`src/rtl/bin2bcd_converter_if.sv`:
```
// rtl/bin2bcd_converter_if.sv - request/result bundle between a numeric source and bin2bcd_converter
//
// Purpose: groups the conversion request (start/value) and the registered
// conversion results so the converter exposes one port besides clock/reset.
// Signals:
//   start    request pulse, driven by master
//   value    signed 32-bit number to convert, driven by master
//   busy     conversion in progress, driven by slave
//   done     one-cycle pulse when results update, driven by slave
//   bcd      packed BCD digits, [3:0] = units, driven by slave
//   sign     value was negative, driven by slave
//   ovf      value not displayable, driven by slave
//   nz_mask  per-digit significance (leading-zero blanking), driven by slave
interface bin2bcd_converter_if #(
  parameter int DIGITS = 6
);
  logic                  start;
  logic [31:0]           value;
  logic                  busy;
  logic                  done;
  logic [4*DIGITS-1:0]   bcd;
  logic                  sign;
  logic                  ovf;
  logic [DIGITS-1:0]     nz_mask;

  modport master (
    output start, value,
    input  busy, done, bcd, sign, ovf, nz_mask
  );

  modport slave (
    input  start, value,
    output busy, done, bcd, sign, ovf, nz_mask
  );
endinterface

```
`src/rtl/bin2bcd_converter.sv`:
```
// rtl/bin2bcd_converter.sv - iterative double-dabble signed binary to BCD converter
//
// Purpose: converts a signed 32-bit value into DIGITS packed BCD digits, one
// magnitude bit per clock, with sign, overflow and leading-zero mask outputs.
// Fixed latency: start accepted at edge N, done pulses at edge N+BIN_BITS+1.
// Ports:
//   fnd_clk  clock, all logic on rising edge
//   rst      synchronous active-high reset
//   bus      bin2bcd_converter_if.slave (start/value in, busy/done/bcd/sign/ovf/nz_mask out)
module bin2bcd_converter #(
  parameter int DIGITS   = 6,
  parameter int BIN_BITS = 20
) (
  input  logic                 fnd_clk,
  input  logic                 rst,
  bin2bcd_converter_if.slave   bus
);

  localparam int CNT_W = $clog2(BIN_BITS);
  localparam int ACC_W = 4 * DIGITS;

  function automatic logic [31:0] pow10(input int n);
    logic [31:0] p;
    p = 32'd1;
    for (int i = 0; i < n; i++) p = p * 32'd10;
    return p;
  endfunction

  // A negative number loses one digit position to the minus sign.
  localparam logic [31:0] MAX_POS = pow10(DIGITS) - 32'd1;
  localparam logic [31:0] MAX_NEG = pow10(DIGITS - 1) - 32'd1;
  localparam logic [CNT_W-1:0] LAST_CNT = CNT_W'(BIN_BITS - 1);

  typedef enum logic [1:0] {IDLE, CONV, DONE} state_t;

  state_t              state;
  logic [ACC_W-1:0]    acc;
  logic [BIN_BITS-1:0] sr;
  logic [CNT_W-1:0]    cnt;
  logic                sign_q;
  logic                ovf_q;

  logic [31:0]         mag;
  logic                ovf_next;
  logic [ACC_W-1:0]    acc_adj;
  logic [DIGITS-1:0]   nz_next;

  // 32-bit negate: -2^31 maps to 0x8000_0000, which the range check rejects.
  always_comb begin
    mag      = bus.value[31] ? (~bus.value + 32'd1) : bus.value;
    ovf_next = bus.value[31] ? (mag > MAX_NEG) : (mag > MAX_POS);
  end

  // Double-dabble correction: any digit >= 5 gets +3 so the following
  // left shift carries into the next decade.
  always_comb begin
    acc_adj = acc;
    for (int i = 0; i < DIGITS; i++) begin
      if (acc[4*i +: 4] >= 4'd5) acc_adj[4*i +: 4] = acc[4*i +: 4] + 4'd3;
    end
  end

  // Digit i is significant if it or any higher digit is nonzero; units always shown.
  always_comb begin
    nz_next = '0;
    nz_next[DIGITS-1] = |acc[4*(DIGITS-1) +: 4];
    for (int i = DIGITS - 2; i >= 0; i--) begin
      nz_next[i] = nz_next[i+1] | (|acc[4*i +: 4]);
    end
    nz_next[0] = 1'b1;
  end

  always_ff @(posedge fnd_clk) begin
    if (rst) begin
      state       <= IDLE;
      acc         <= '0;
      sr          <= '0;
      cnt         <= '0;
      sign_q      <= 1'b0;
      ovf_q       <= 1'b0;
      bus.busy    <= 1'b0;
      bus.done    <= 1'b0;
      bus.bcd     <= '0;
      bus.sign    <= 1'b0;
      bus.ovf     <= 1'b0;
      bus.nz_mask <= DIGITS'(1);
    end else begin
      bus.done <= 1'b0;
      case (state)
        IDLE: begin
          if (bus.start) begin
            sign_q <= bus.value[31];
            ovf_q  <= ovf_next;
            // Overflowed values still run the full loop on zero to keep latency fixed.
            sr     <= ovf_next ? '0 : mag[BIN_BITS-1:0];
            acc    <= '0;
            cnt    <= '0;
            state  <= CONV;
          end
        end
        CONV: begin
          bus.busy <= 1'b1;
          {acc, sr} <= {acc_adj[ACC_W-2:0], sr, 1'b0};
          cnt <= cnt + 1'b1;
          if (cnt == LAST_CNT) state <= DONE;
        end
        DONE: begin
          bus.busy    <= 1'b0;
          bus.done    <= 1'b1;
          bus.bcd     <= ovf_q ? '0 : acc;
          bus.sign    <= sign_q;
          bus.ovf     <= ovf_q;
          bus.nz_mask <= ovf_q ? DIGITS'(1) : nz_next;
          state       <= IDLE;
        end
        default: state <= IDLE;
      endcase
    end
  end

endmodule
```
`src/flat_wrapper.sv`:
```
// flat-port wrapper written by rule: the top's interface ports become plain ports
module bin2bcd_converter_flat 
#(
  parameter int DIGITS   = 6,
  parameter int BIN_BITS = 20
)
  (fnd_clk, rst, bus_start, bus_value, bus_busy, bus_done, bus_bcd, bus_sign, bus_ovf, bus_nz_mask);
  bin2bcd_converter_if #(.DIGITS(DIGITS)) bus_i ();
  input  logic fnd_clk;
  input  logic rst;
  input wire logic [$bits(bus_i.start)-1:0] bus_start;
  input wire logic [$bits(bus_i.value)-1:0] bus_value;
  output wire logic [$bits(bus_i.busy)-1:0] bus_busy;
  output wire logic [$bits(bus_i.done)-1:0] bus_done;
  output wire logic [$bits(bus_i.bcd)-1:0] bus_bcd;
  output wire logic [$bits(bus_i.sign)-1:0] bus_sign;
  output wire logic [$bits(bus_i.ovf)-1:0] bus_ovf;
  output wire logic [$bits(bus_i.nz_mask)-1:0] bus_nz_mask;
  assign bus_i.start = bus_start;
  assign bus_i.value = bus_value;
  assign bus_busy = bus_i.busy;
  assign bus_done = bus_i.done;
  assign bus_bcd = bus_i.bcd;
  assign bus_sign = bus_i.sign;
  assign bus_ovf = bus_i.ovf;
  assign bus_nz_mask = bus_i.nz_mask;
  bin2bcd_converter #(.DIGITS(DIGITS), .BIN_BITS(BIN_BITS)) u_core (.fnd_clk(fnd_clk), .rst(rst), .bus(bus_i));
endmodule
```
`config.mk`:
```
export PLATFORM = sky130hd
export DESIGN_NAME = bin2bcd_converter_flat
export DESIGN_NICKNAME = d
export VERILOG_FILES = /design/src/rtl/bin2bcd_converter_if.sv /design/src/rtl/bin2bcd_converter.sv /design/src/flat_wrapper.sv
export SDC_FILE = /design/constraint.sdc
export NUM_CORES = 1
export LEC_CHECK = 0
export BUFFER_PORTS_ARGS = -buffer_cell sky130_fd_sc_hd__clkbuf_2
export CAP_MARGIN = 20
export CORE_MARGIN = 2
export CORE_UTILIZATION = 55
export DETAILED_ROUTE_END_ITERATION = 10
export GPL_TIMING_DRIVEN = 0
export HOLD_SLACK_MARGIN = 0.08
export PLACE_DENSITY = 0.85
export SYNTH_ARGS = -nofsm -noshare
export SYNTH_HDL_FRONTEND = slang
export SYNTH_SLANG_ARGS = --single-unit
```
`constraint.sdc`:
```
create_clock -name fnd_clk -period 3.1 [get_ports fnd_clk]
set_input_delay 0.31 -clock fnd_clk [delete_from_list [all_inputs] [get_ports fnd_clk]]
set_output_delay 0.31 -clock fnd_clk [all_outputs]
set_load 0.005 [all_outputs]
```
==> key figures, run 1 <==
Timing
  – FMAX: 0.3444 GHz
  – Skew final: 10.21 ps
  – Setup violators final: 0
  – Slew HR: 0.4892
  – Slew @ Worst Pin: 760.4 ps
  – RSZ-0062 raised after global routing: no
  – Tmin final: 2903 ps
  – Final Hold Fails: 0
  – Final period util: 0.9365
  – Slew Limit Fails: 0
  – Final worst slack: 196.7 ps

Die
  – Core area: just under 0.01 mm2
  – # IOs: 69
  – Starting Density: 0.5604
  – Die width: a little over 100 um
  – Die Y: 103.1 um
  – Die ar.: 0.01063 mm2
  – Rows: 36

CTS
  – Clock latency on the worst-skew pair: between 300 and 400 ps
  – Max H-tree Level: 3
  – CTS max path bufs: 2
  – CTS Sinks: 86
  – Total CTS buffers: 9
  – Clock Pin Slew Worst Setup and Hold Paths: 80 ps
  – CTS tree: done
  – Cts hold-fix bufs: 0
  – Root Driver: clkbuf_8

Layout
  – Number of diodes: 0
  – Fin util: 0.6319
  – Final net count: 794
  – Ratio of cells with drive above 1 in the final layout: 0.1844
  – Synth-to-Final Area Change: 12.76%
  – Post-route cell area: approximately 0.0061 mm2

Hold path
  – Hold endpoint: u_core.sign_q$_SDFFE_PP0P_
  – HP Start: bus_start
  – WHS Path Cells: 3
  – Min-delay worst type: in -> reg

Run
  – Max-Cap Viols: 0

Synthesis
  – Post-Synth XOR/XNOR Area: 0.04540
  – Post-Synth Adder-Cell Area: 0.04864
  – Synthesized area: 0.005401 mm2
  – Synth Instances: roughly 670
  – Post-synth EDFFs: 0
  – Post-synth ARST share: 0
  – Yosys warning total: 0
  – Post-Synth Simple-Gate Area: 0.2509
  – Mux contribution to synthesized area: 0.01112
  – Top_reg_cell synth: dfxtp_1
  – Yosys cell types: between 60 and 70
  – Synth Register Bits: 86
  – Syn avg cell area: 8.098 um2
  – Synth Area in Compound Gates: 0.2671
  – Sequential share of the synthesized area: 0.3187
  – Syn_nets: 723
  – Main combinational cell family by area after synthesis: compound AO/OA/AOI/OAI gates

Placement
  – DP Worst Slack: -283.3 ps
  – DP Wirelength: 10.83 mm
  – Placed cell areas: 0.005863 mm2
  – Placer Congestion: 0.9910
  – PortBufs: just under 60

Critical path
  – Worst r2r src: u_core.state[1]$_SDFFE_PP0P_
  – Max FO, Critical Path: 10
  – Critical Path RT: 3370 ps
  – Setup slack, reg-to-reg: 570 ps
  – Critical path startpoint category: input pin
  – Crit path from: bus_value[0]
  – Arrival time at the worst endpoint: 3170 ps
  – Critical path class: in -> reg
  – R2r endpoint: u_core.sr[16]$_SDFFE_PP0P_
  – Crit. End Element: flip-flop
  – Worst reg-to-reg path cell count: 9

Global route
  – Vias in the first global route: 4,883
  – Global route overflow: 0
  – Initial antenna violation count: 0
  – Pin count of the biggest net entering global routing: 15
  – First-pass GRT wire length: 23.18 mm
  – GRT Util Overall: 0.2765

Power and ir drop
  – Max VDD drop: 0.2475 mV
  – Final Power: 2.387 mW
  – Cell Pwr Density: 391.9 mW/mm2
  – Leak pwr: approximately 2.2 nW

Route
  – Initial DRC Count: 431
  – Total Routed Length: 14.60 mm
  – Post-route ant nets: 0
  – Via count: 5,439
  – DRC viols: 0
  – Drt pass-1 iters: 5
  – Average wire per standard cell: 16.67 um
  – Mean number of vias per cell: 6.209

Status
  – Status: finished clean
-- cells by family after synthesis --
| family | Yosys count |
|---|---|
| simple gates | 267 |
| flops | 86 |
| compound gates | 189 |
| mux | 6 |
| fa+ha+maj | 21 |
| other cells | 1 |
| buf+inv | 69 |
| xor+xnor | 28 |
-- how the worst max path moves through the flow --
stage / to / slack [ps]
after global placement: u_core.sr[9]$_SDFFE_PP0P_ / -290
after detailed placement: u_core.sr[12]$_SDFFE_PP0P_ / -280
after global routing: u_core.sr[10]$_SDFFE_PP0P_ / 6
after floorplan: u_core.ovf_q$_SDFFE_PP0P_ / 330
final: u_core.sr[14]$_SDFFE_PP0P_ / 200
after CTS: u_core.sr[14]$_SDFFE_PP0P_ / 100
-- worst max-delay path: stages --
cell	delay, ps
clkbuf_2	130
inv_1	90
ha_1	180
or3b_2	540
o41ai_4	370
xnor2_1	170
a21oi_2	150
a31oi_1	130
or4_4	600
buf_6	170
o31ai_1	310
-- layout by cell type (no fill, tap or decap), types with 3 or more instances in the layout --
cell / count
dfxtp_1: 86
nand2_1: 69
nor2_1: 68
clkbuf_2: 59
a21oi_1: 54
a22oi_1: 39
clkbuf_1: 35
nor3_1: 25
o21ai_0: 24
xnor2_1: 21
ha_1: 21
inv_1: 20
or3_1: 19
or2_2: 18
o41ai_2: 17
nand3_1: 14
nand2b_1: 12
clkbuf_8: 12
o31ai_1: 11
o211ai_1: 10
nand4_1: 7
xor2_1: 7
nor4_1: 7
mux2i_1: 6
buf_6: 5
a31oi_1: 5
buf_1: 4
buf_4: 4
o41ai_1: 4
o21bai_1: 3
nand4b_1: 3
o22ai_1: 3
-- sequential cells by signal, summed over array words and instances (netlist names), 2 cells and up --
name	flops
u_core.state	2
u_core.cnt	5
u_core.sr	20
u_core.bus.nz_mask	5
u_core.bus.bcd	24
u_core.acc	24
-- report_power, final --
| part | switching (mW) | leakage (nW) | internal [mW] | total, mW |
|---|---|---|---|---|
| logic | 0.343 | 1.40 | 0.134 | 0.478 |
| clock network | 0.418 | 0.0986 | 0.358 | 0.777 |
| registers | 0.0137 | 0.694 | 1.12 | 1.13 |
-- Yosys cell counts, types with 3 or more instances --
cell type | count | area [um2]
o31ai_1 | 11 | 82.58
o41ai_1 | 4 | 35.03
buf_1 | 4 | 15.01
o41ai_2 | 17 | 276.5
o21bai_1 | 3 | 22.52
nor4_1 | 7 | 43.79
nor3_1 | 26 | 130.1
or2_2 | 18 | 112.6
nor2_1 | 68 | 255.2
buf_6 | 5 | 56.30
xor2_1 | 7 | 61.31
a22oi_1 | 39 | 292.8
a31oi_1 | 5 | 31.28
clkbuf_1 | 35 | 131.4
o22ai_1 | 3 | 18.77
buf_4 | 3 | 22.52
ha_1 | 21 | 262.8
nand4_1 | 7 | 43.79
o211ai_1 | 10 | 75.07
nand3_1 | 14 | 70.07
dfxtp_1 | 86 | 1722
nand2b_1 | 12 | 75.07
or3_1 | 19 | 118.9
xnor2_1 | 21 | 183.9
mux2i_1 | 6 | 60.06
nand4b_1 | 3 | 26.28
o21ai_0 | 24 | 120.1
inv_1 | 20 | 75.07
nand2_1 | 69 | 259.0
a21oi_1 | 54 | 270.3
-- layout make-up --
class | count | area [um2]
Clock buffer | 12 | 165.2
Clock inverter | 4 | 30.03
Sequential cell | 86 | 1722
Inverter | 20 | 75.07
Buffer | 49 | 235.2
Multi-Input combinational cell | 512 | 3395
Tap cell | 133 | 166.4
Timing Repair Buffer | 60 | 302.8
Fill cell | 844 | 3548
-- per-layer routing --
| layer | up-vias | wire, um | track usage |
|---|---|---|---|
| met5 | - | 0 | 0 |
| met4 | 0 | 411 | 0.1407 |
| met3 | 38 | 1173 | 0.04746 |
| met2 | 289 | 7059 | 0.4670 |
| met1 | 2554 | 5958 | 0.3382 |
| li1 | 2558 | - | - |
-- through the flow --
| step | instances | hold WS [ps] | TNS, ps |
|---|---|---|---|
| 4_1_cts | 875 | 246.7 | 0 |
| 5_1_grt | 876 | 277.1 | 0 |
| 6_report | 876 | 250.0 | 0 |
| 3_3_place_gp | 859 | 448.8 | -5260 |
| 3_5_place_dp | 859 | 453.5 | -4892 |
| 2_1_floorplan | 667 | 436.0 | 0 |
-- repair_timing --
action,4_1_cts,5_1_grt
resized for setup,0,4
endpoints found under the setup margin,0,17
buffers inserted,0,1
Power figures use the tool's default switching activity.
==> inputs of run 2 (changes only) <==
--- a/config.mk
+++ b/config.mk
@@ -8,11 +8,11 @@
 export BUFFER_PORTS_ARGS = -buffer_cell sky130_fd_sc_hd__clkbuf_2
 export CAP_MARGIN = 20
 export CORE_MARGIN = 2
-export CORE_UTILIZATION = 55
+export CORE_UTILIZATION = 45
 export DETAILED_ROUTE_END_ITERATION = 10
 export GPL_TIMING_DRIVEN = 0
 export HOLD_SLACK_MARGIN = 0.08
-export PLACE_DENSITY = 0.85
+export PLACE_DENSITY = 0.74
 export SYNTH_ARGS = -nofsm -noshare
 export SYNTH_HDL_FRONTEND = slang
 export SYNTH_SLANG_ARGS = --single-unit
==> run 2 against run 1 <==
- core utilization is 10 points lower
- combinational power fell by 0.8%
- first-iteration DRC count decreased by 25%
- die area increased by 21%
- sequential power about the same
- worst setup slack got worse by 52 ps
- sequential cell count stayed put
- largest cell class unchanged
- sequential share of layout area decreased by 0.80 points
==> key figures, run 2 (synthesis results as in run 1) <==
Die
  – Starting Density: 0.4554
  – Die ar.: 0.01290 mm2
  – # IOs: 69
  – Rows: 40
  – Core area: 0.01186 mm2
  – Die width: between 100 and 150 um
  – Die Y: 113.6 um

Timing
  – FMAX: 0.3383 GHz
  – Slew @ Worst Pin: 753.9 ps
  – Skew final: 4.398 ps
  – RSZ-0062 raised after global routing: no
  – Slew Limit Fails: 0
  – Setup violators final: 0
  – Tmin final: roughly 3000 ps
  – Slew HR: 0.4935
  – Final Hold Fails: 0
  – Final period util: 0.9534
  – Min Hold Slack: 296.6 ps

Hold path
  – Min-delay worst type: in -> reg
  – WHS Path Cells: 3

Route
  – Post-route ant nets: 0
  – Metal2 WL: between 7 and 8 mm
  – Drt pass-1 iters: 5
  – Met1 WL: 6.215 mm
  – WL met3: roughly 700 um
  – Average wire per standard cell: 16.69 um
  – Total Routed Length: 14.86 mm
  – Initial DRC Count: 324
  – Top routing layer used: met4
  – DRC viols: 0
  – Via count: 5,287
  – Mean number of vias per cell: 5.940

Critical path
  – Worst reg-to-reg path cell count: 9
  – Arrival time at the worst endpoint: 3190 ps
  – Max stage delay cell, worst path: or4_4
  – Worst path max stage delay: 620 ps
  – Crit-path most repeated cell: o41ai_2
  – Critical path class: in -> reg
  – Critical path startpoint category: input pin
  – Critical Path RT: 3330 ps
  – Crit. End Element: flip-flop
  – Cells along the critical path: clkbuf_2, inv_1, ha_1, or3b_2, o41ai_2, xor2_1, a31oi_1, or4_4, buf_6, o41ai_2
  – Max FO, Critical Path: 10
  – Setup slack, reg-to-reg: 610 ps

Power and ir drop
  – Final Power: 2.859 mW
  – Max VDD drop: 0.2370 mV
  – Cell Pwr Density: ~460 mW/mm2
  – Leak pwr: 2.258 nW

Layout
  – Final net count: 794
  – Number of diodes: 0
  – FILL cells: 1,109
  – Commonest non-fill, non-tap cell in the layout: dfxtp_1
  – Synth-to-Final Area Change: 16.05%
  – Ratio of cells with drive above 1 in the final layout: 0.1844
  – Most frequent cells in the layout: dfxtp_1 (86), nand2_1 (69), nor2_1 (68)
  – Largest regs: u_core.acc (24), u_core.bus.bcd (24), u_core.sr (20)

Global route
  – Vias in the first global route: 5,220
  – Pin count of the biggest net entering global routing: 15
  – Global route overflow: 0
  – First-pass GRT wire length: 24.63 mm
  – Initial antenna violation count: 0
  – GRT Util Overall: 0.2324

CTS
  – CTS tree: done
  – Total CTS buffers: 9
  – Max H-tree Level: 3
  – CTS max path bufs: 2
  – Root Driver: clkbuf_16
  – CTS Sinks: 86
  – Clock latency on the worst-skew pair: ~340 ps
  – Clock Pin Slew Worst Setup and Hold Paths: roughly 60 ps
  – Cts hold-fix bufs: 0

Placement
  – PortBufs: 59
  – Placer Congestion: 0.8520
  – DP Wirelength: about 11 mm

Run
  – Max-Cap Viols: 0

Status
  – Status: finished clean
[run 2: cell count changes in the layout (fill, tap and decap cells not counted), sizes merged]
cell and delta:
bufinv +3, clkinv -2, clkbuf -1
[run 2: stage by stage]
stage                     cell area [um2]  worst slack, ps  utilization  std cells  TNS (ps)
after floorplan                      5401            331.4            -        667         0
after CTS                            6235            39.37       0.5256        889         0
final                                6269            144.4       0.5285        890         0
after global routing                 6269            15.42       0.5285        890         0
after detailed placement             5881           -377.5       0.4958        873     -6527
after global placement               5881           -305.6       0.4958        873     -5787
[run 2: timing repair]
action,in CTS,in global routing
gates resized for setup,1,4
pin swaps,0,1
endpoints found under the setup margin,10,19
buffers inserted,0,1
[run 2: path summary, 6_finish.rpt]
check                                           from                                  to
setup / recovery                        bus_value[0]           u_core.sr[8]$_SDFFE_PP0P_
hold / removal                             bus_start          u_core.sign_q$_SDFFE_PP0P_
hold reg to reg   u_core.bus.nz_mask[4]$_SDFFE_PP0P_  u_core.bus.nz_mask[4]$_SDFFE_PP0P_
setup reg to reg        u_core.state[0]$_SDFFE_PP0P_          u_core.sr[16]$_SDFFE_PP0P_
[run 2: metal layers]
layer | global-route usage | vias up
met5 | 0 | -
met4 | 0.09837 | 0
met3 | 0.03560 | 34
met2 | 0.4240 | 170
met1 | 0.2703 | 2512
li1 | - | 2571
[run 2: cell type report]
class,instances,area [um2],area share
inverter,20,75.07,0.01198
sequential,86,1722,0.2747
tap,147,183.9,0.02934
buffer,49,235.2,0.03753
multi-input combinational,512,3401,0.5425
clock buffer,11,242.7,0.03872
timing repair buffer,60,302.8,0.04830
clock inverter,5,106.4,0.01697
[run 2: critical path, delay by kind of cell]
kind                     cells  cell delay [ps]
adder cells (fa/ha/maj)      1              190
AND/OR/NAND/NOR              2             1170
buffers and inverters        3              390
AO/OA/AOI/OAI                3              820
XOR/XNOR                     1              300
[run 2: report_power, final]
group | internal, mW | switching, mW | leakage (nW)
sequential | 1.12 | 0.0128 | 0.694
combinational | 0.134 | 0.340 | 1.40
clock | 0.811 | 0.440 | 0.166
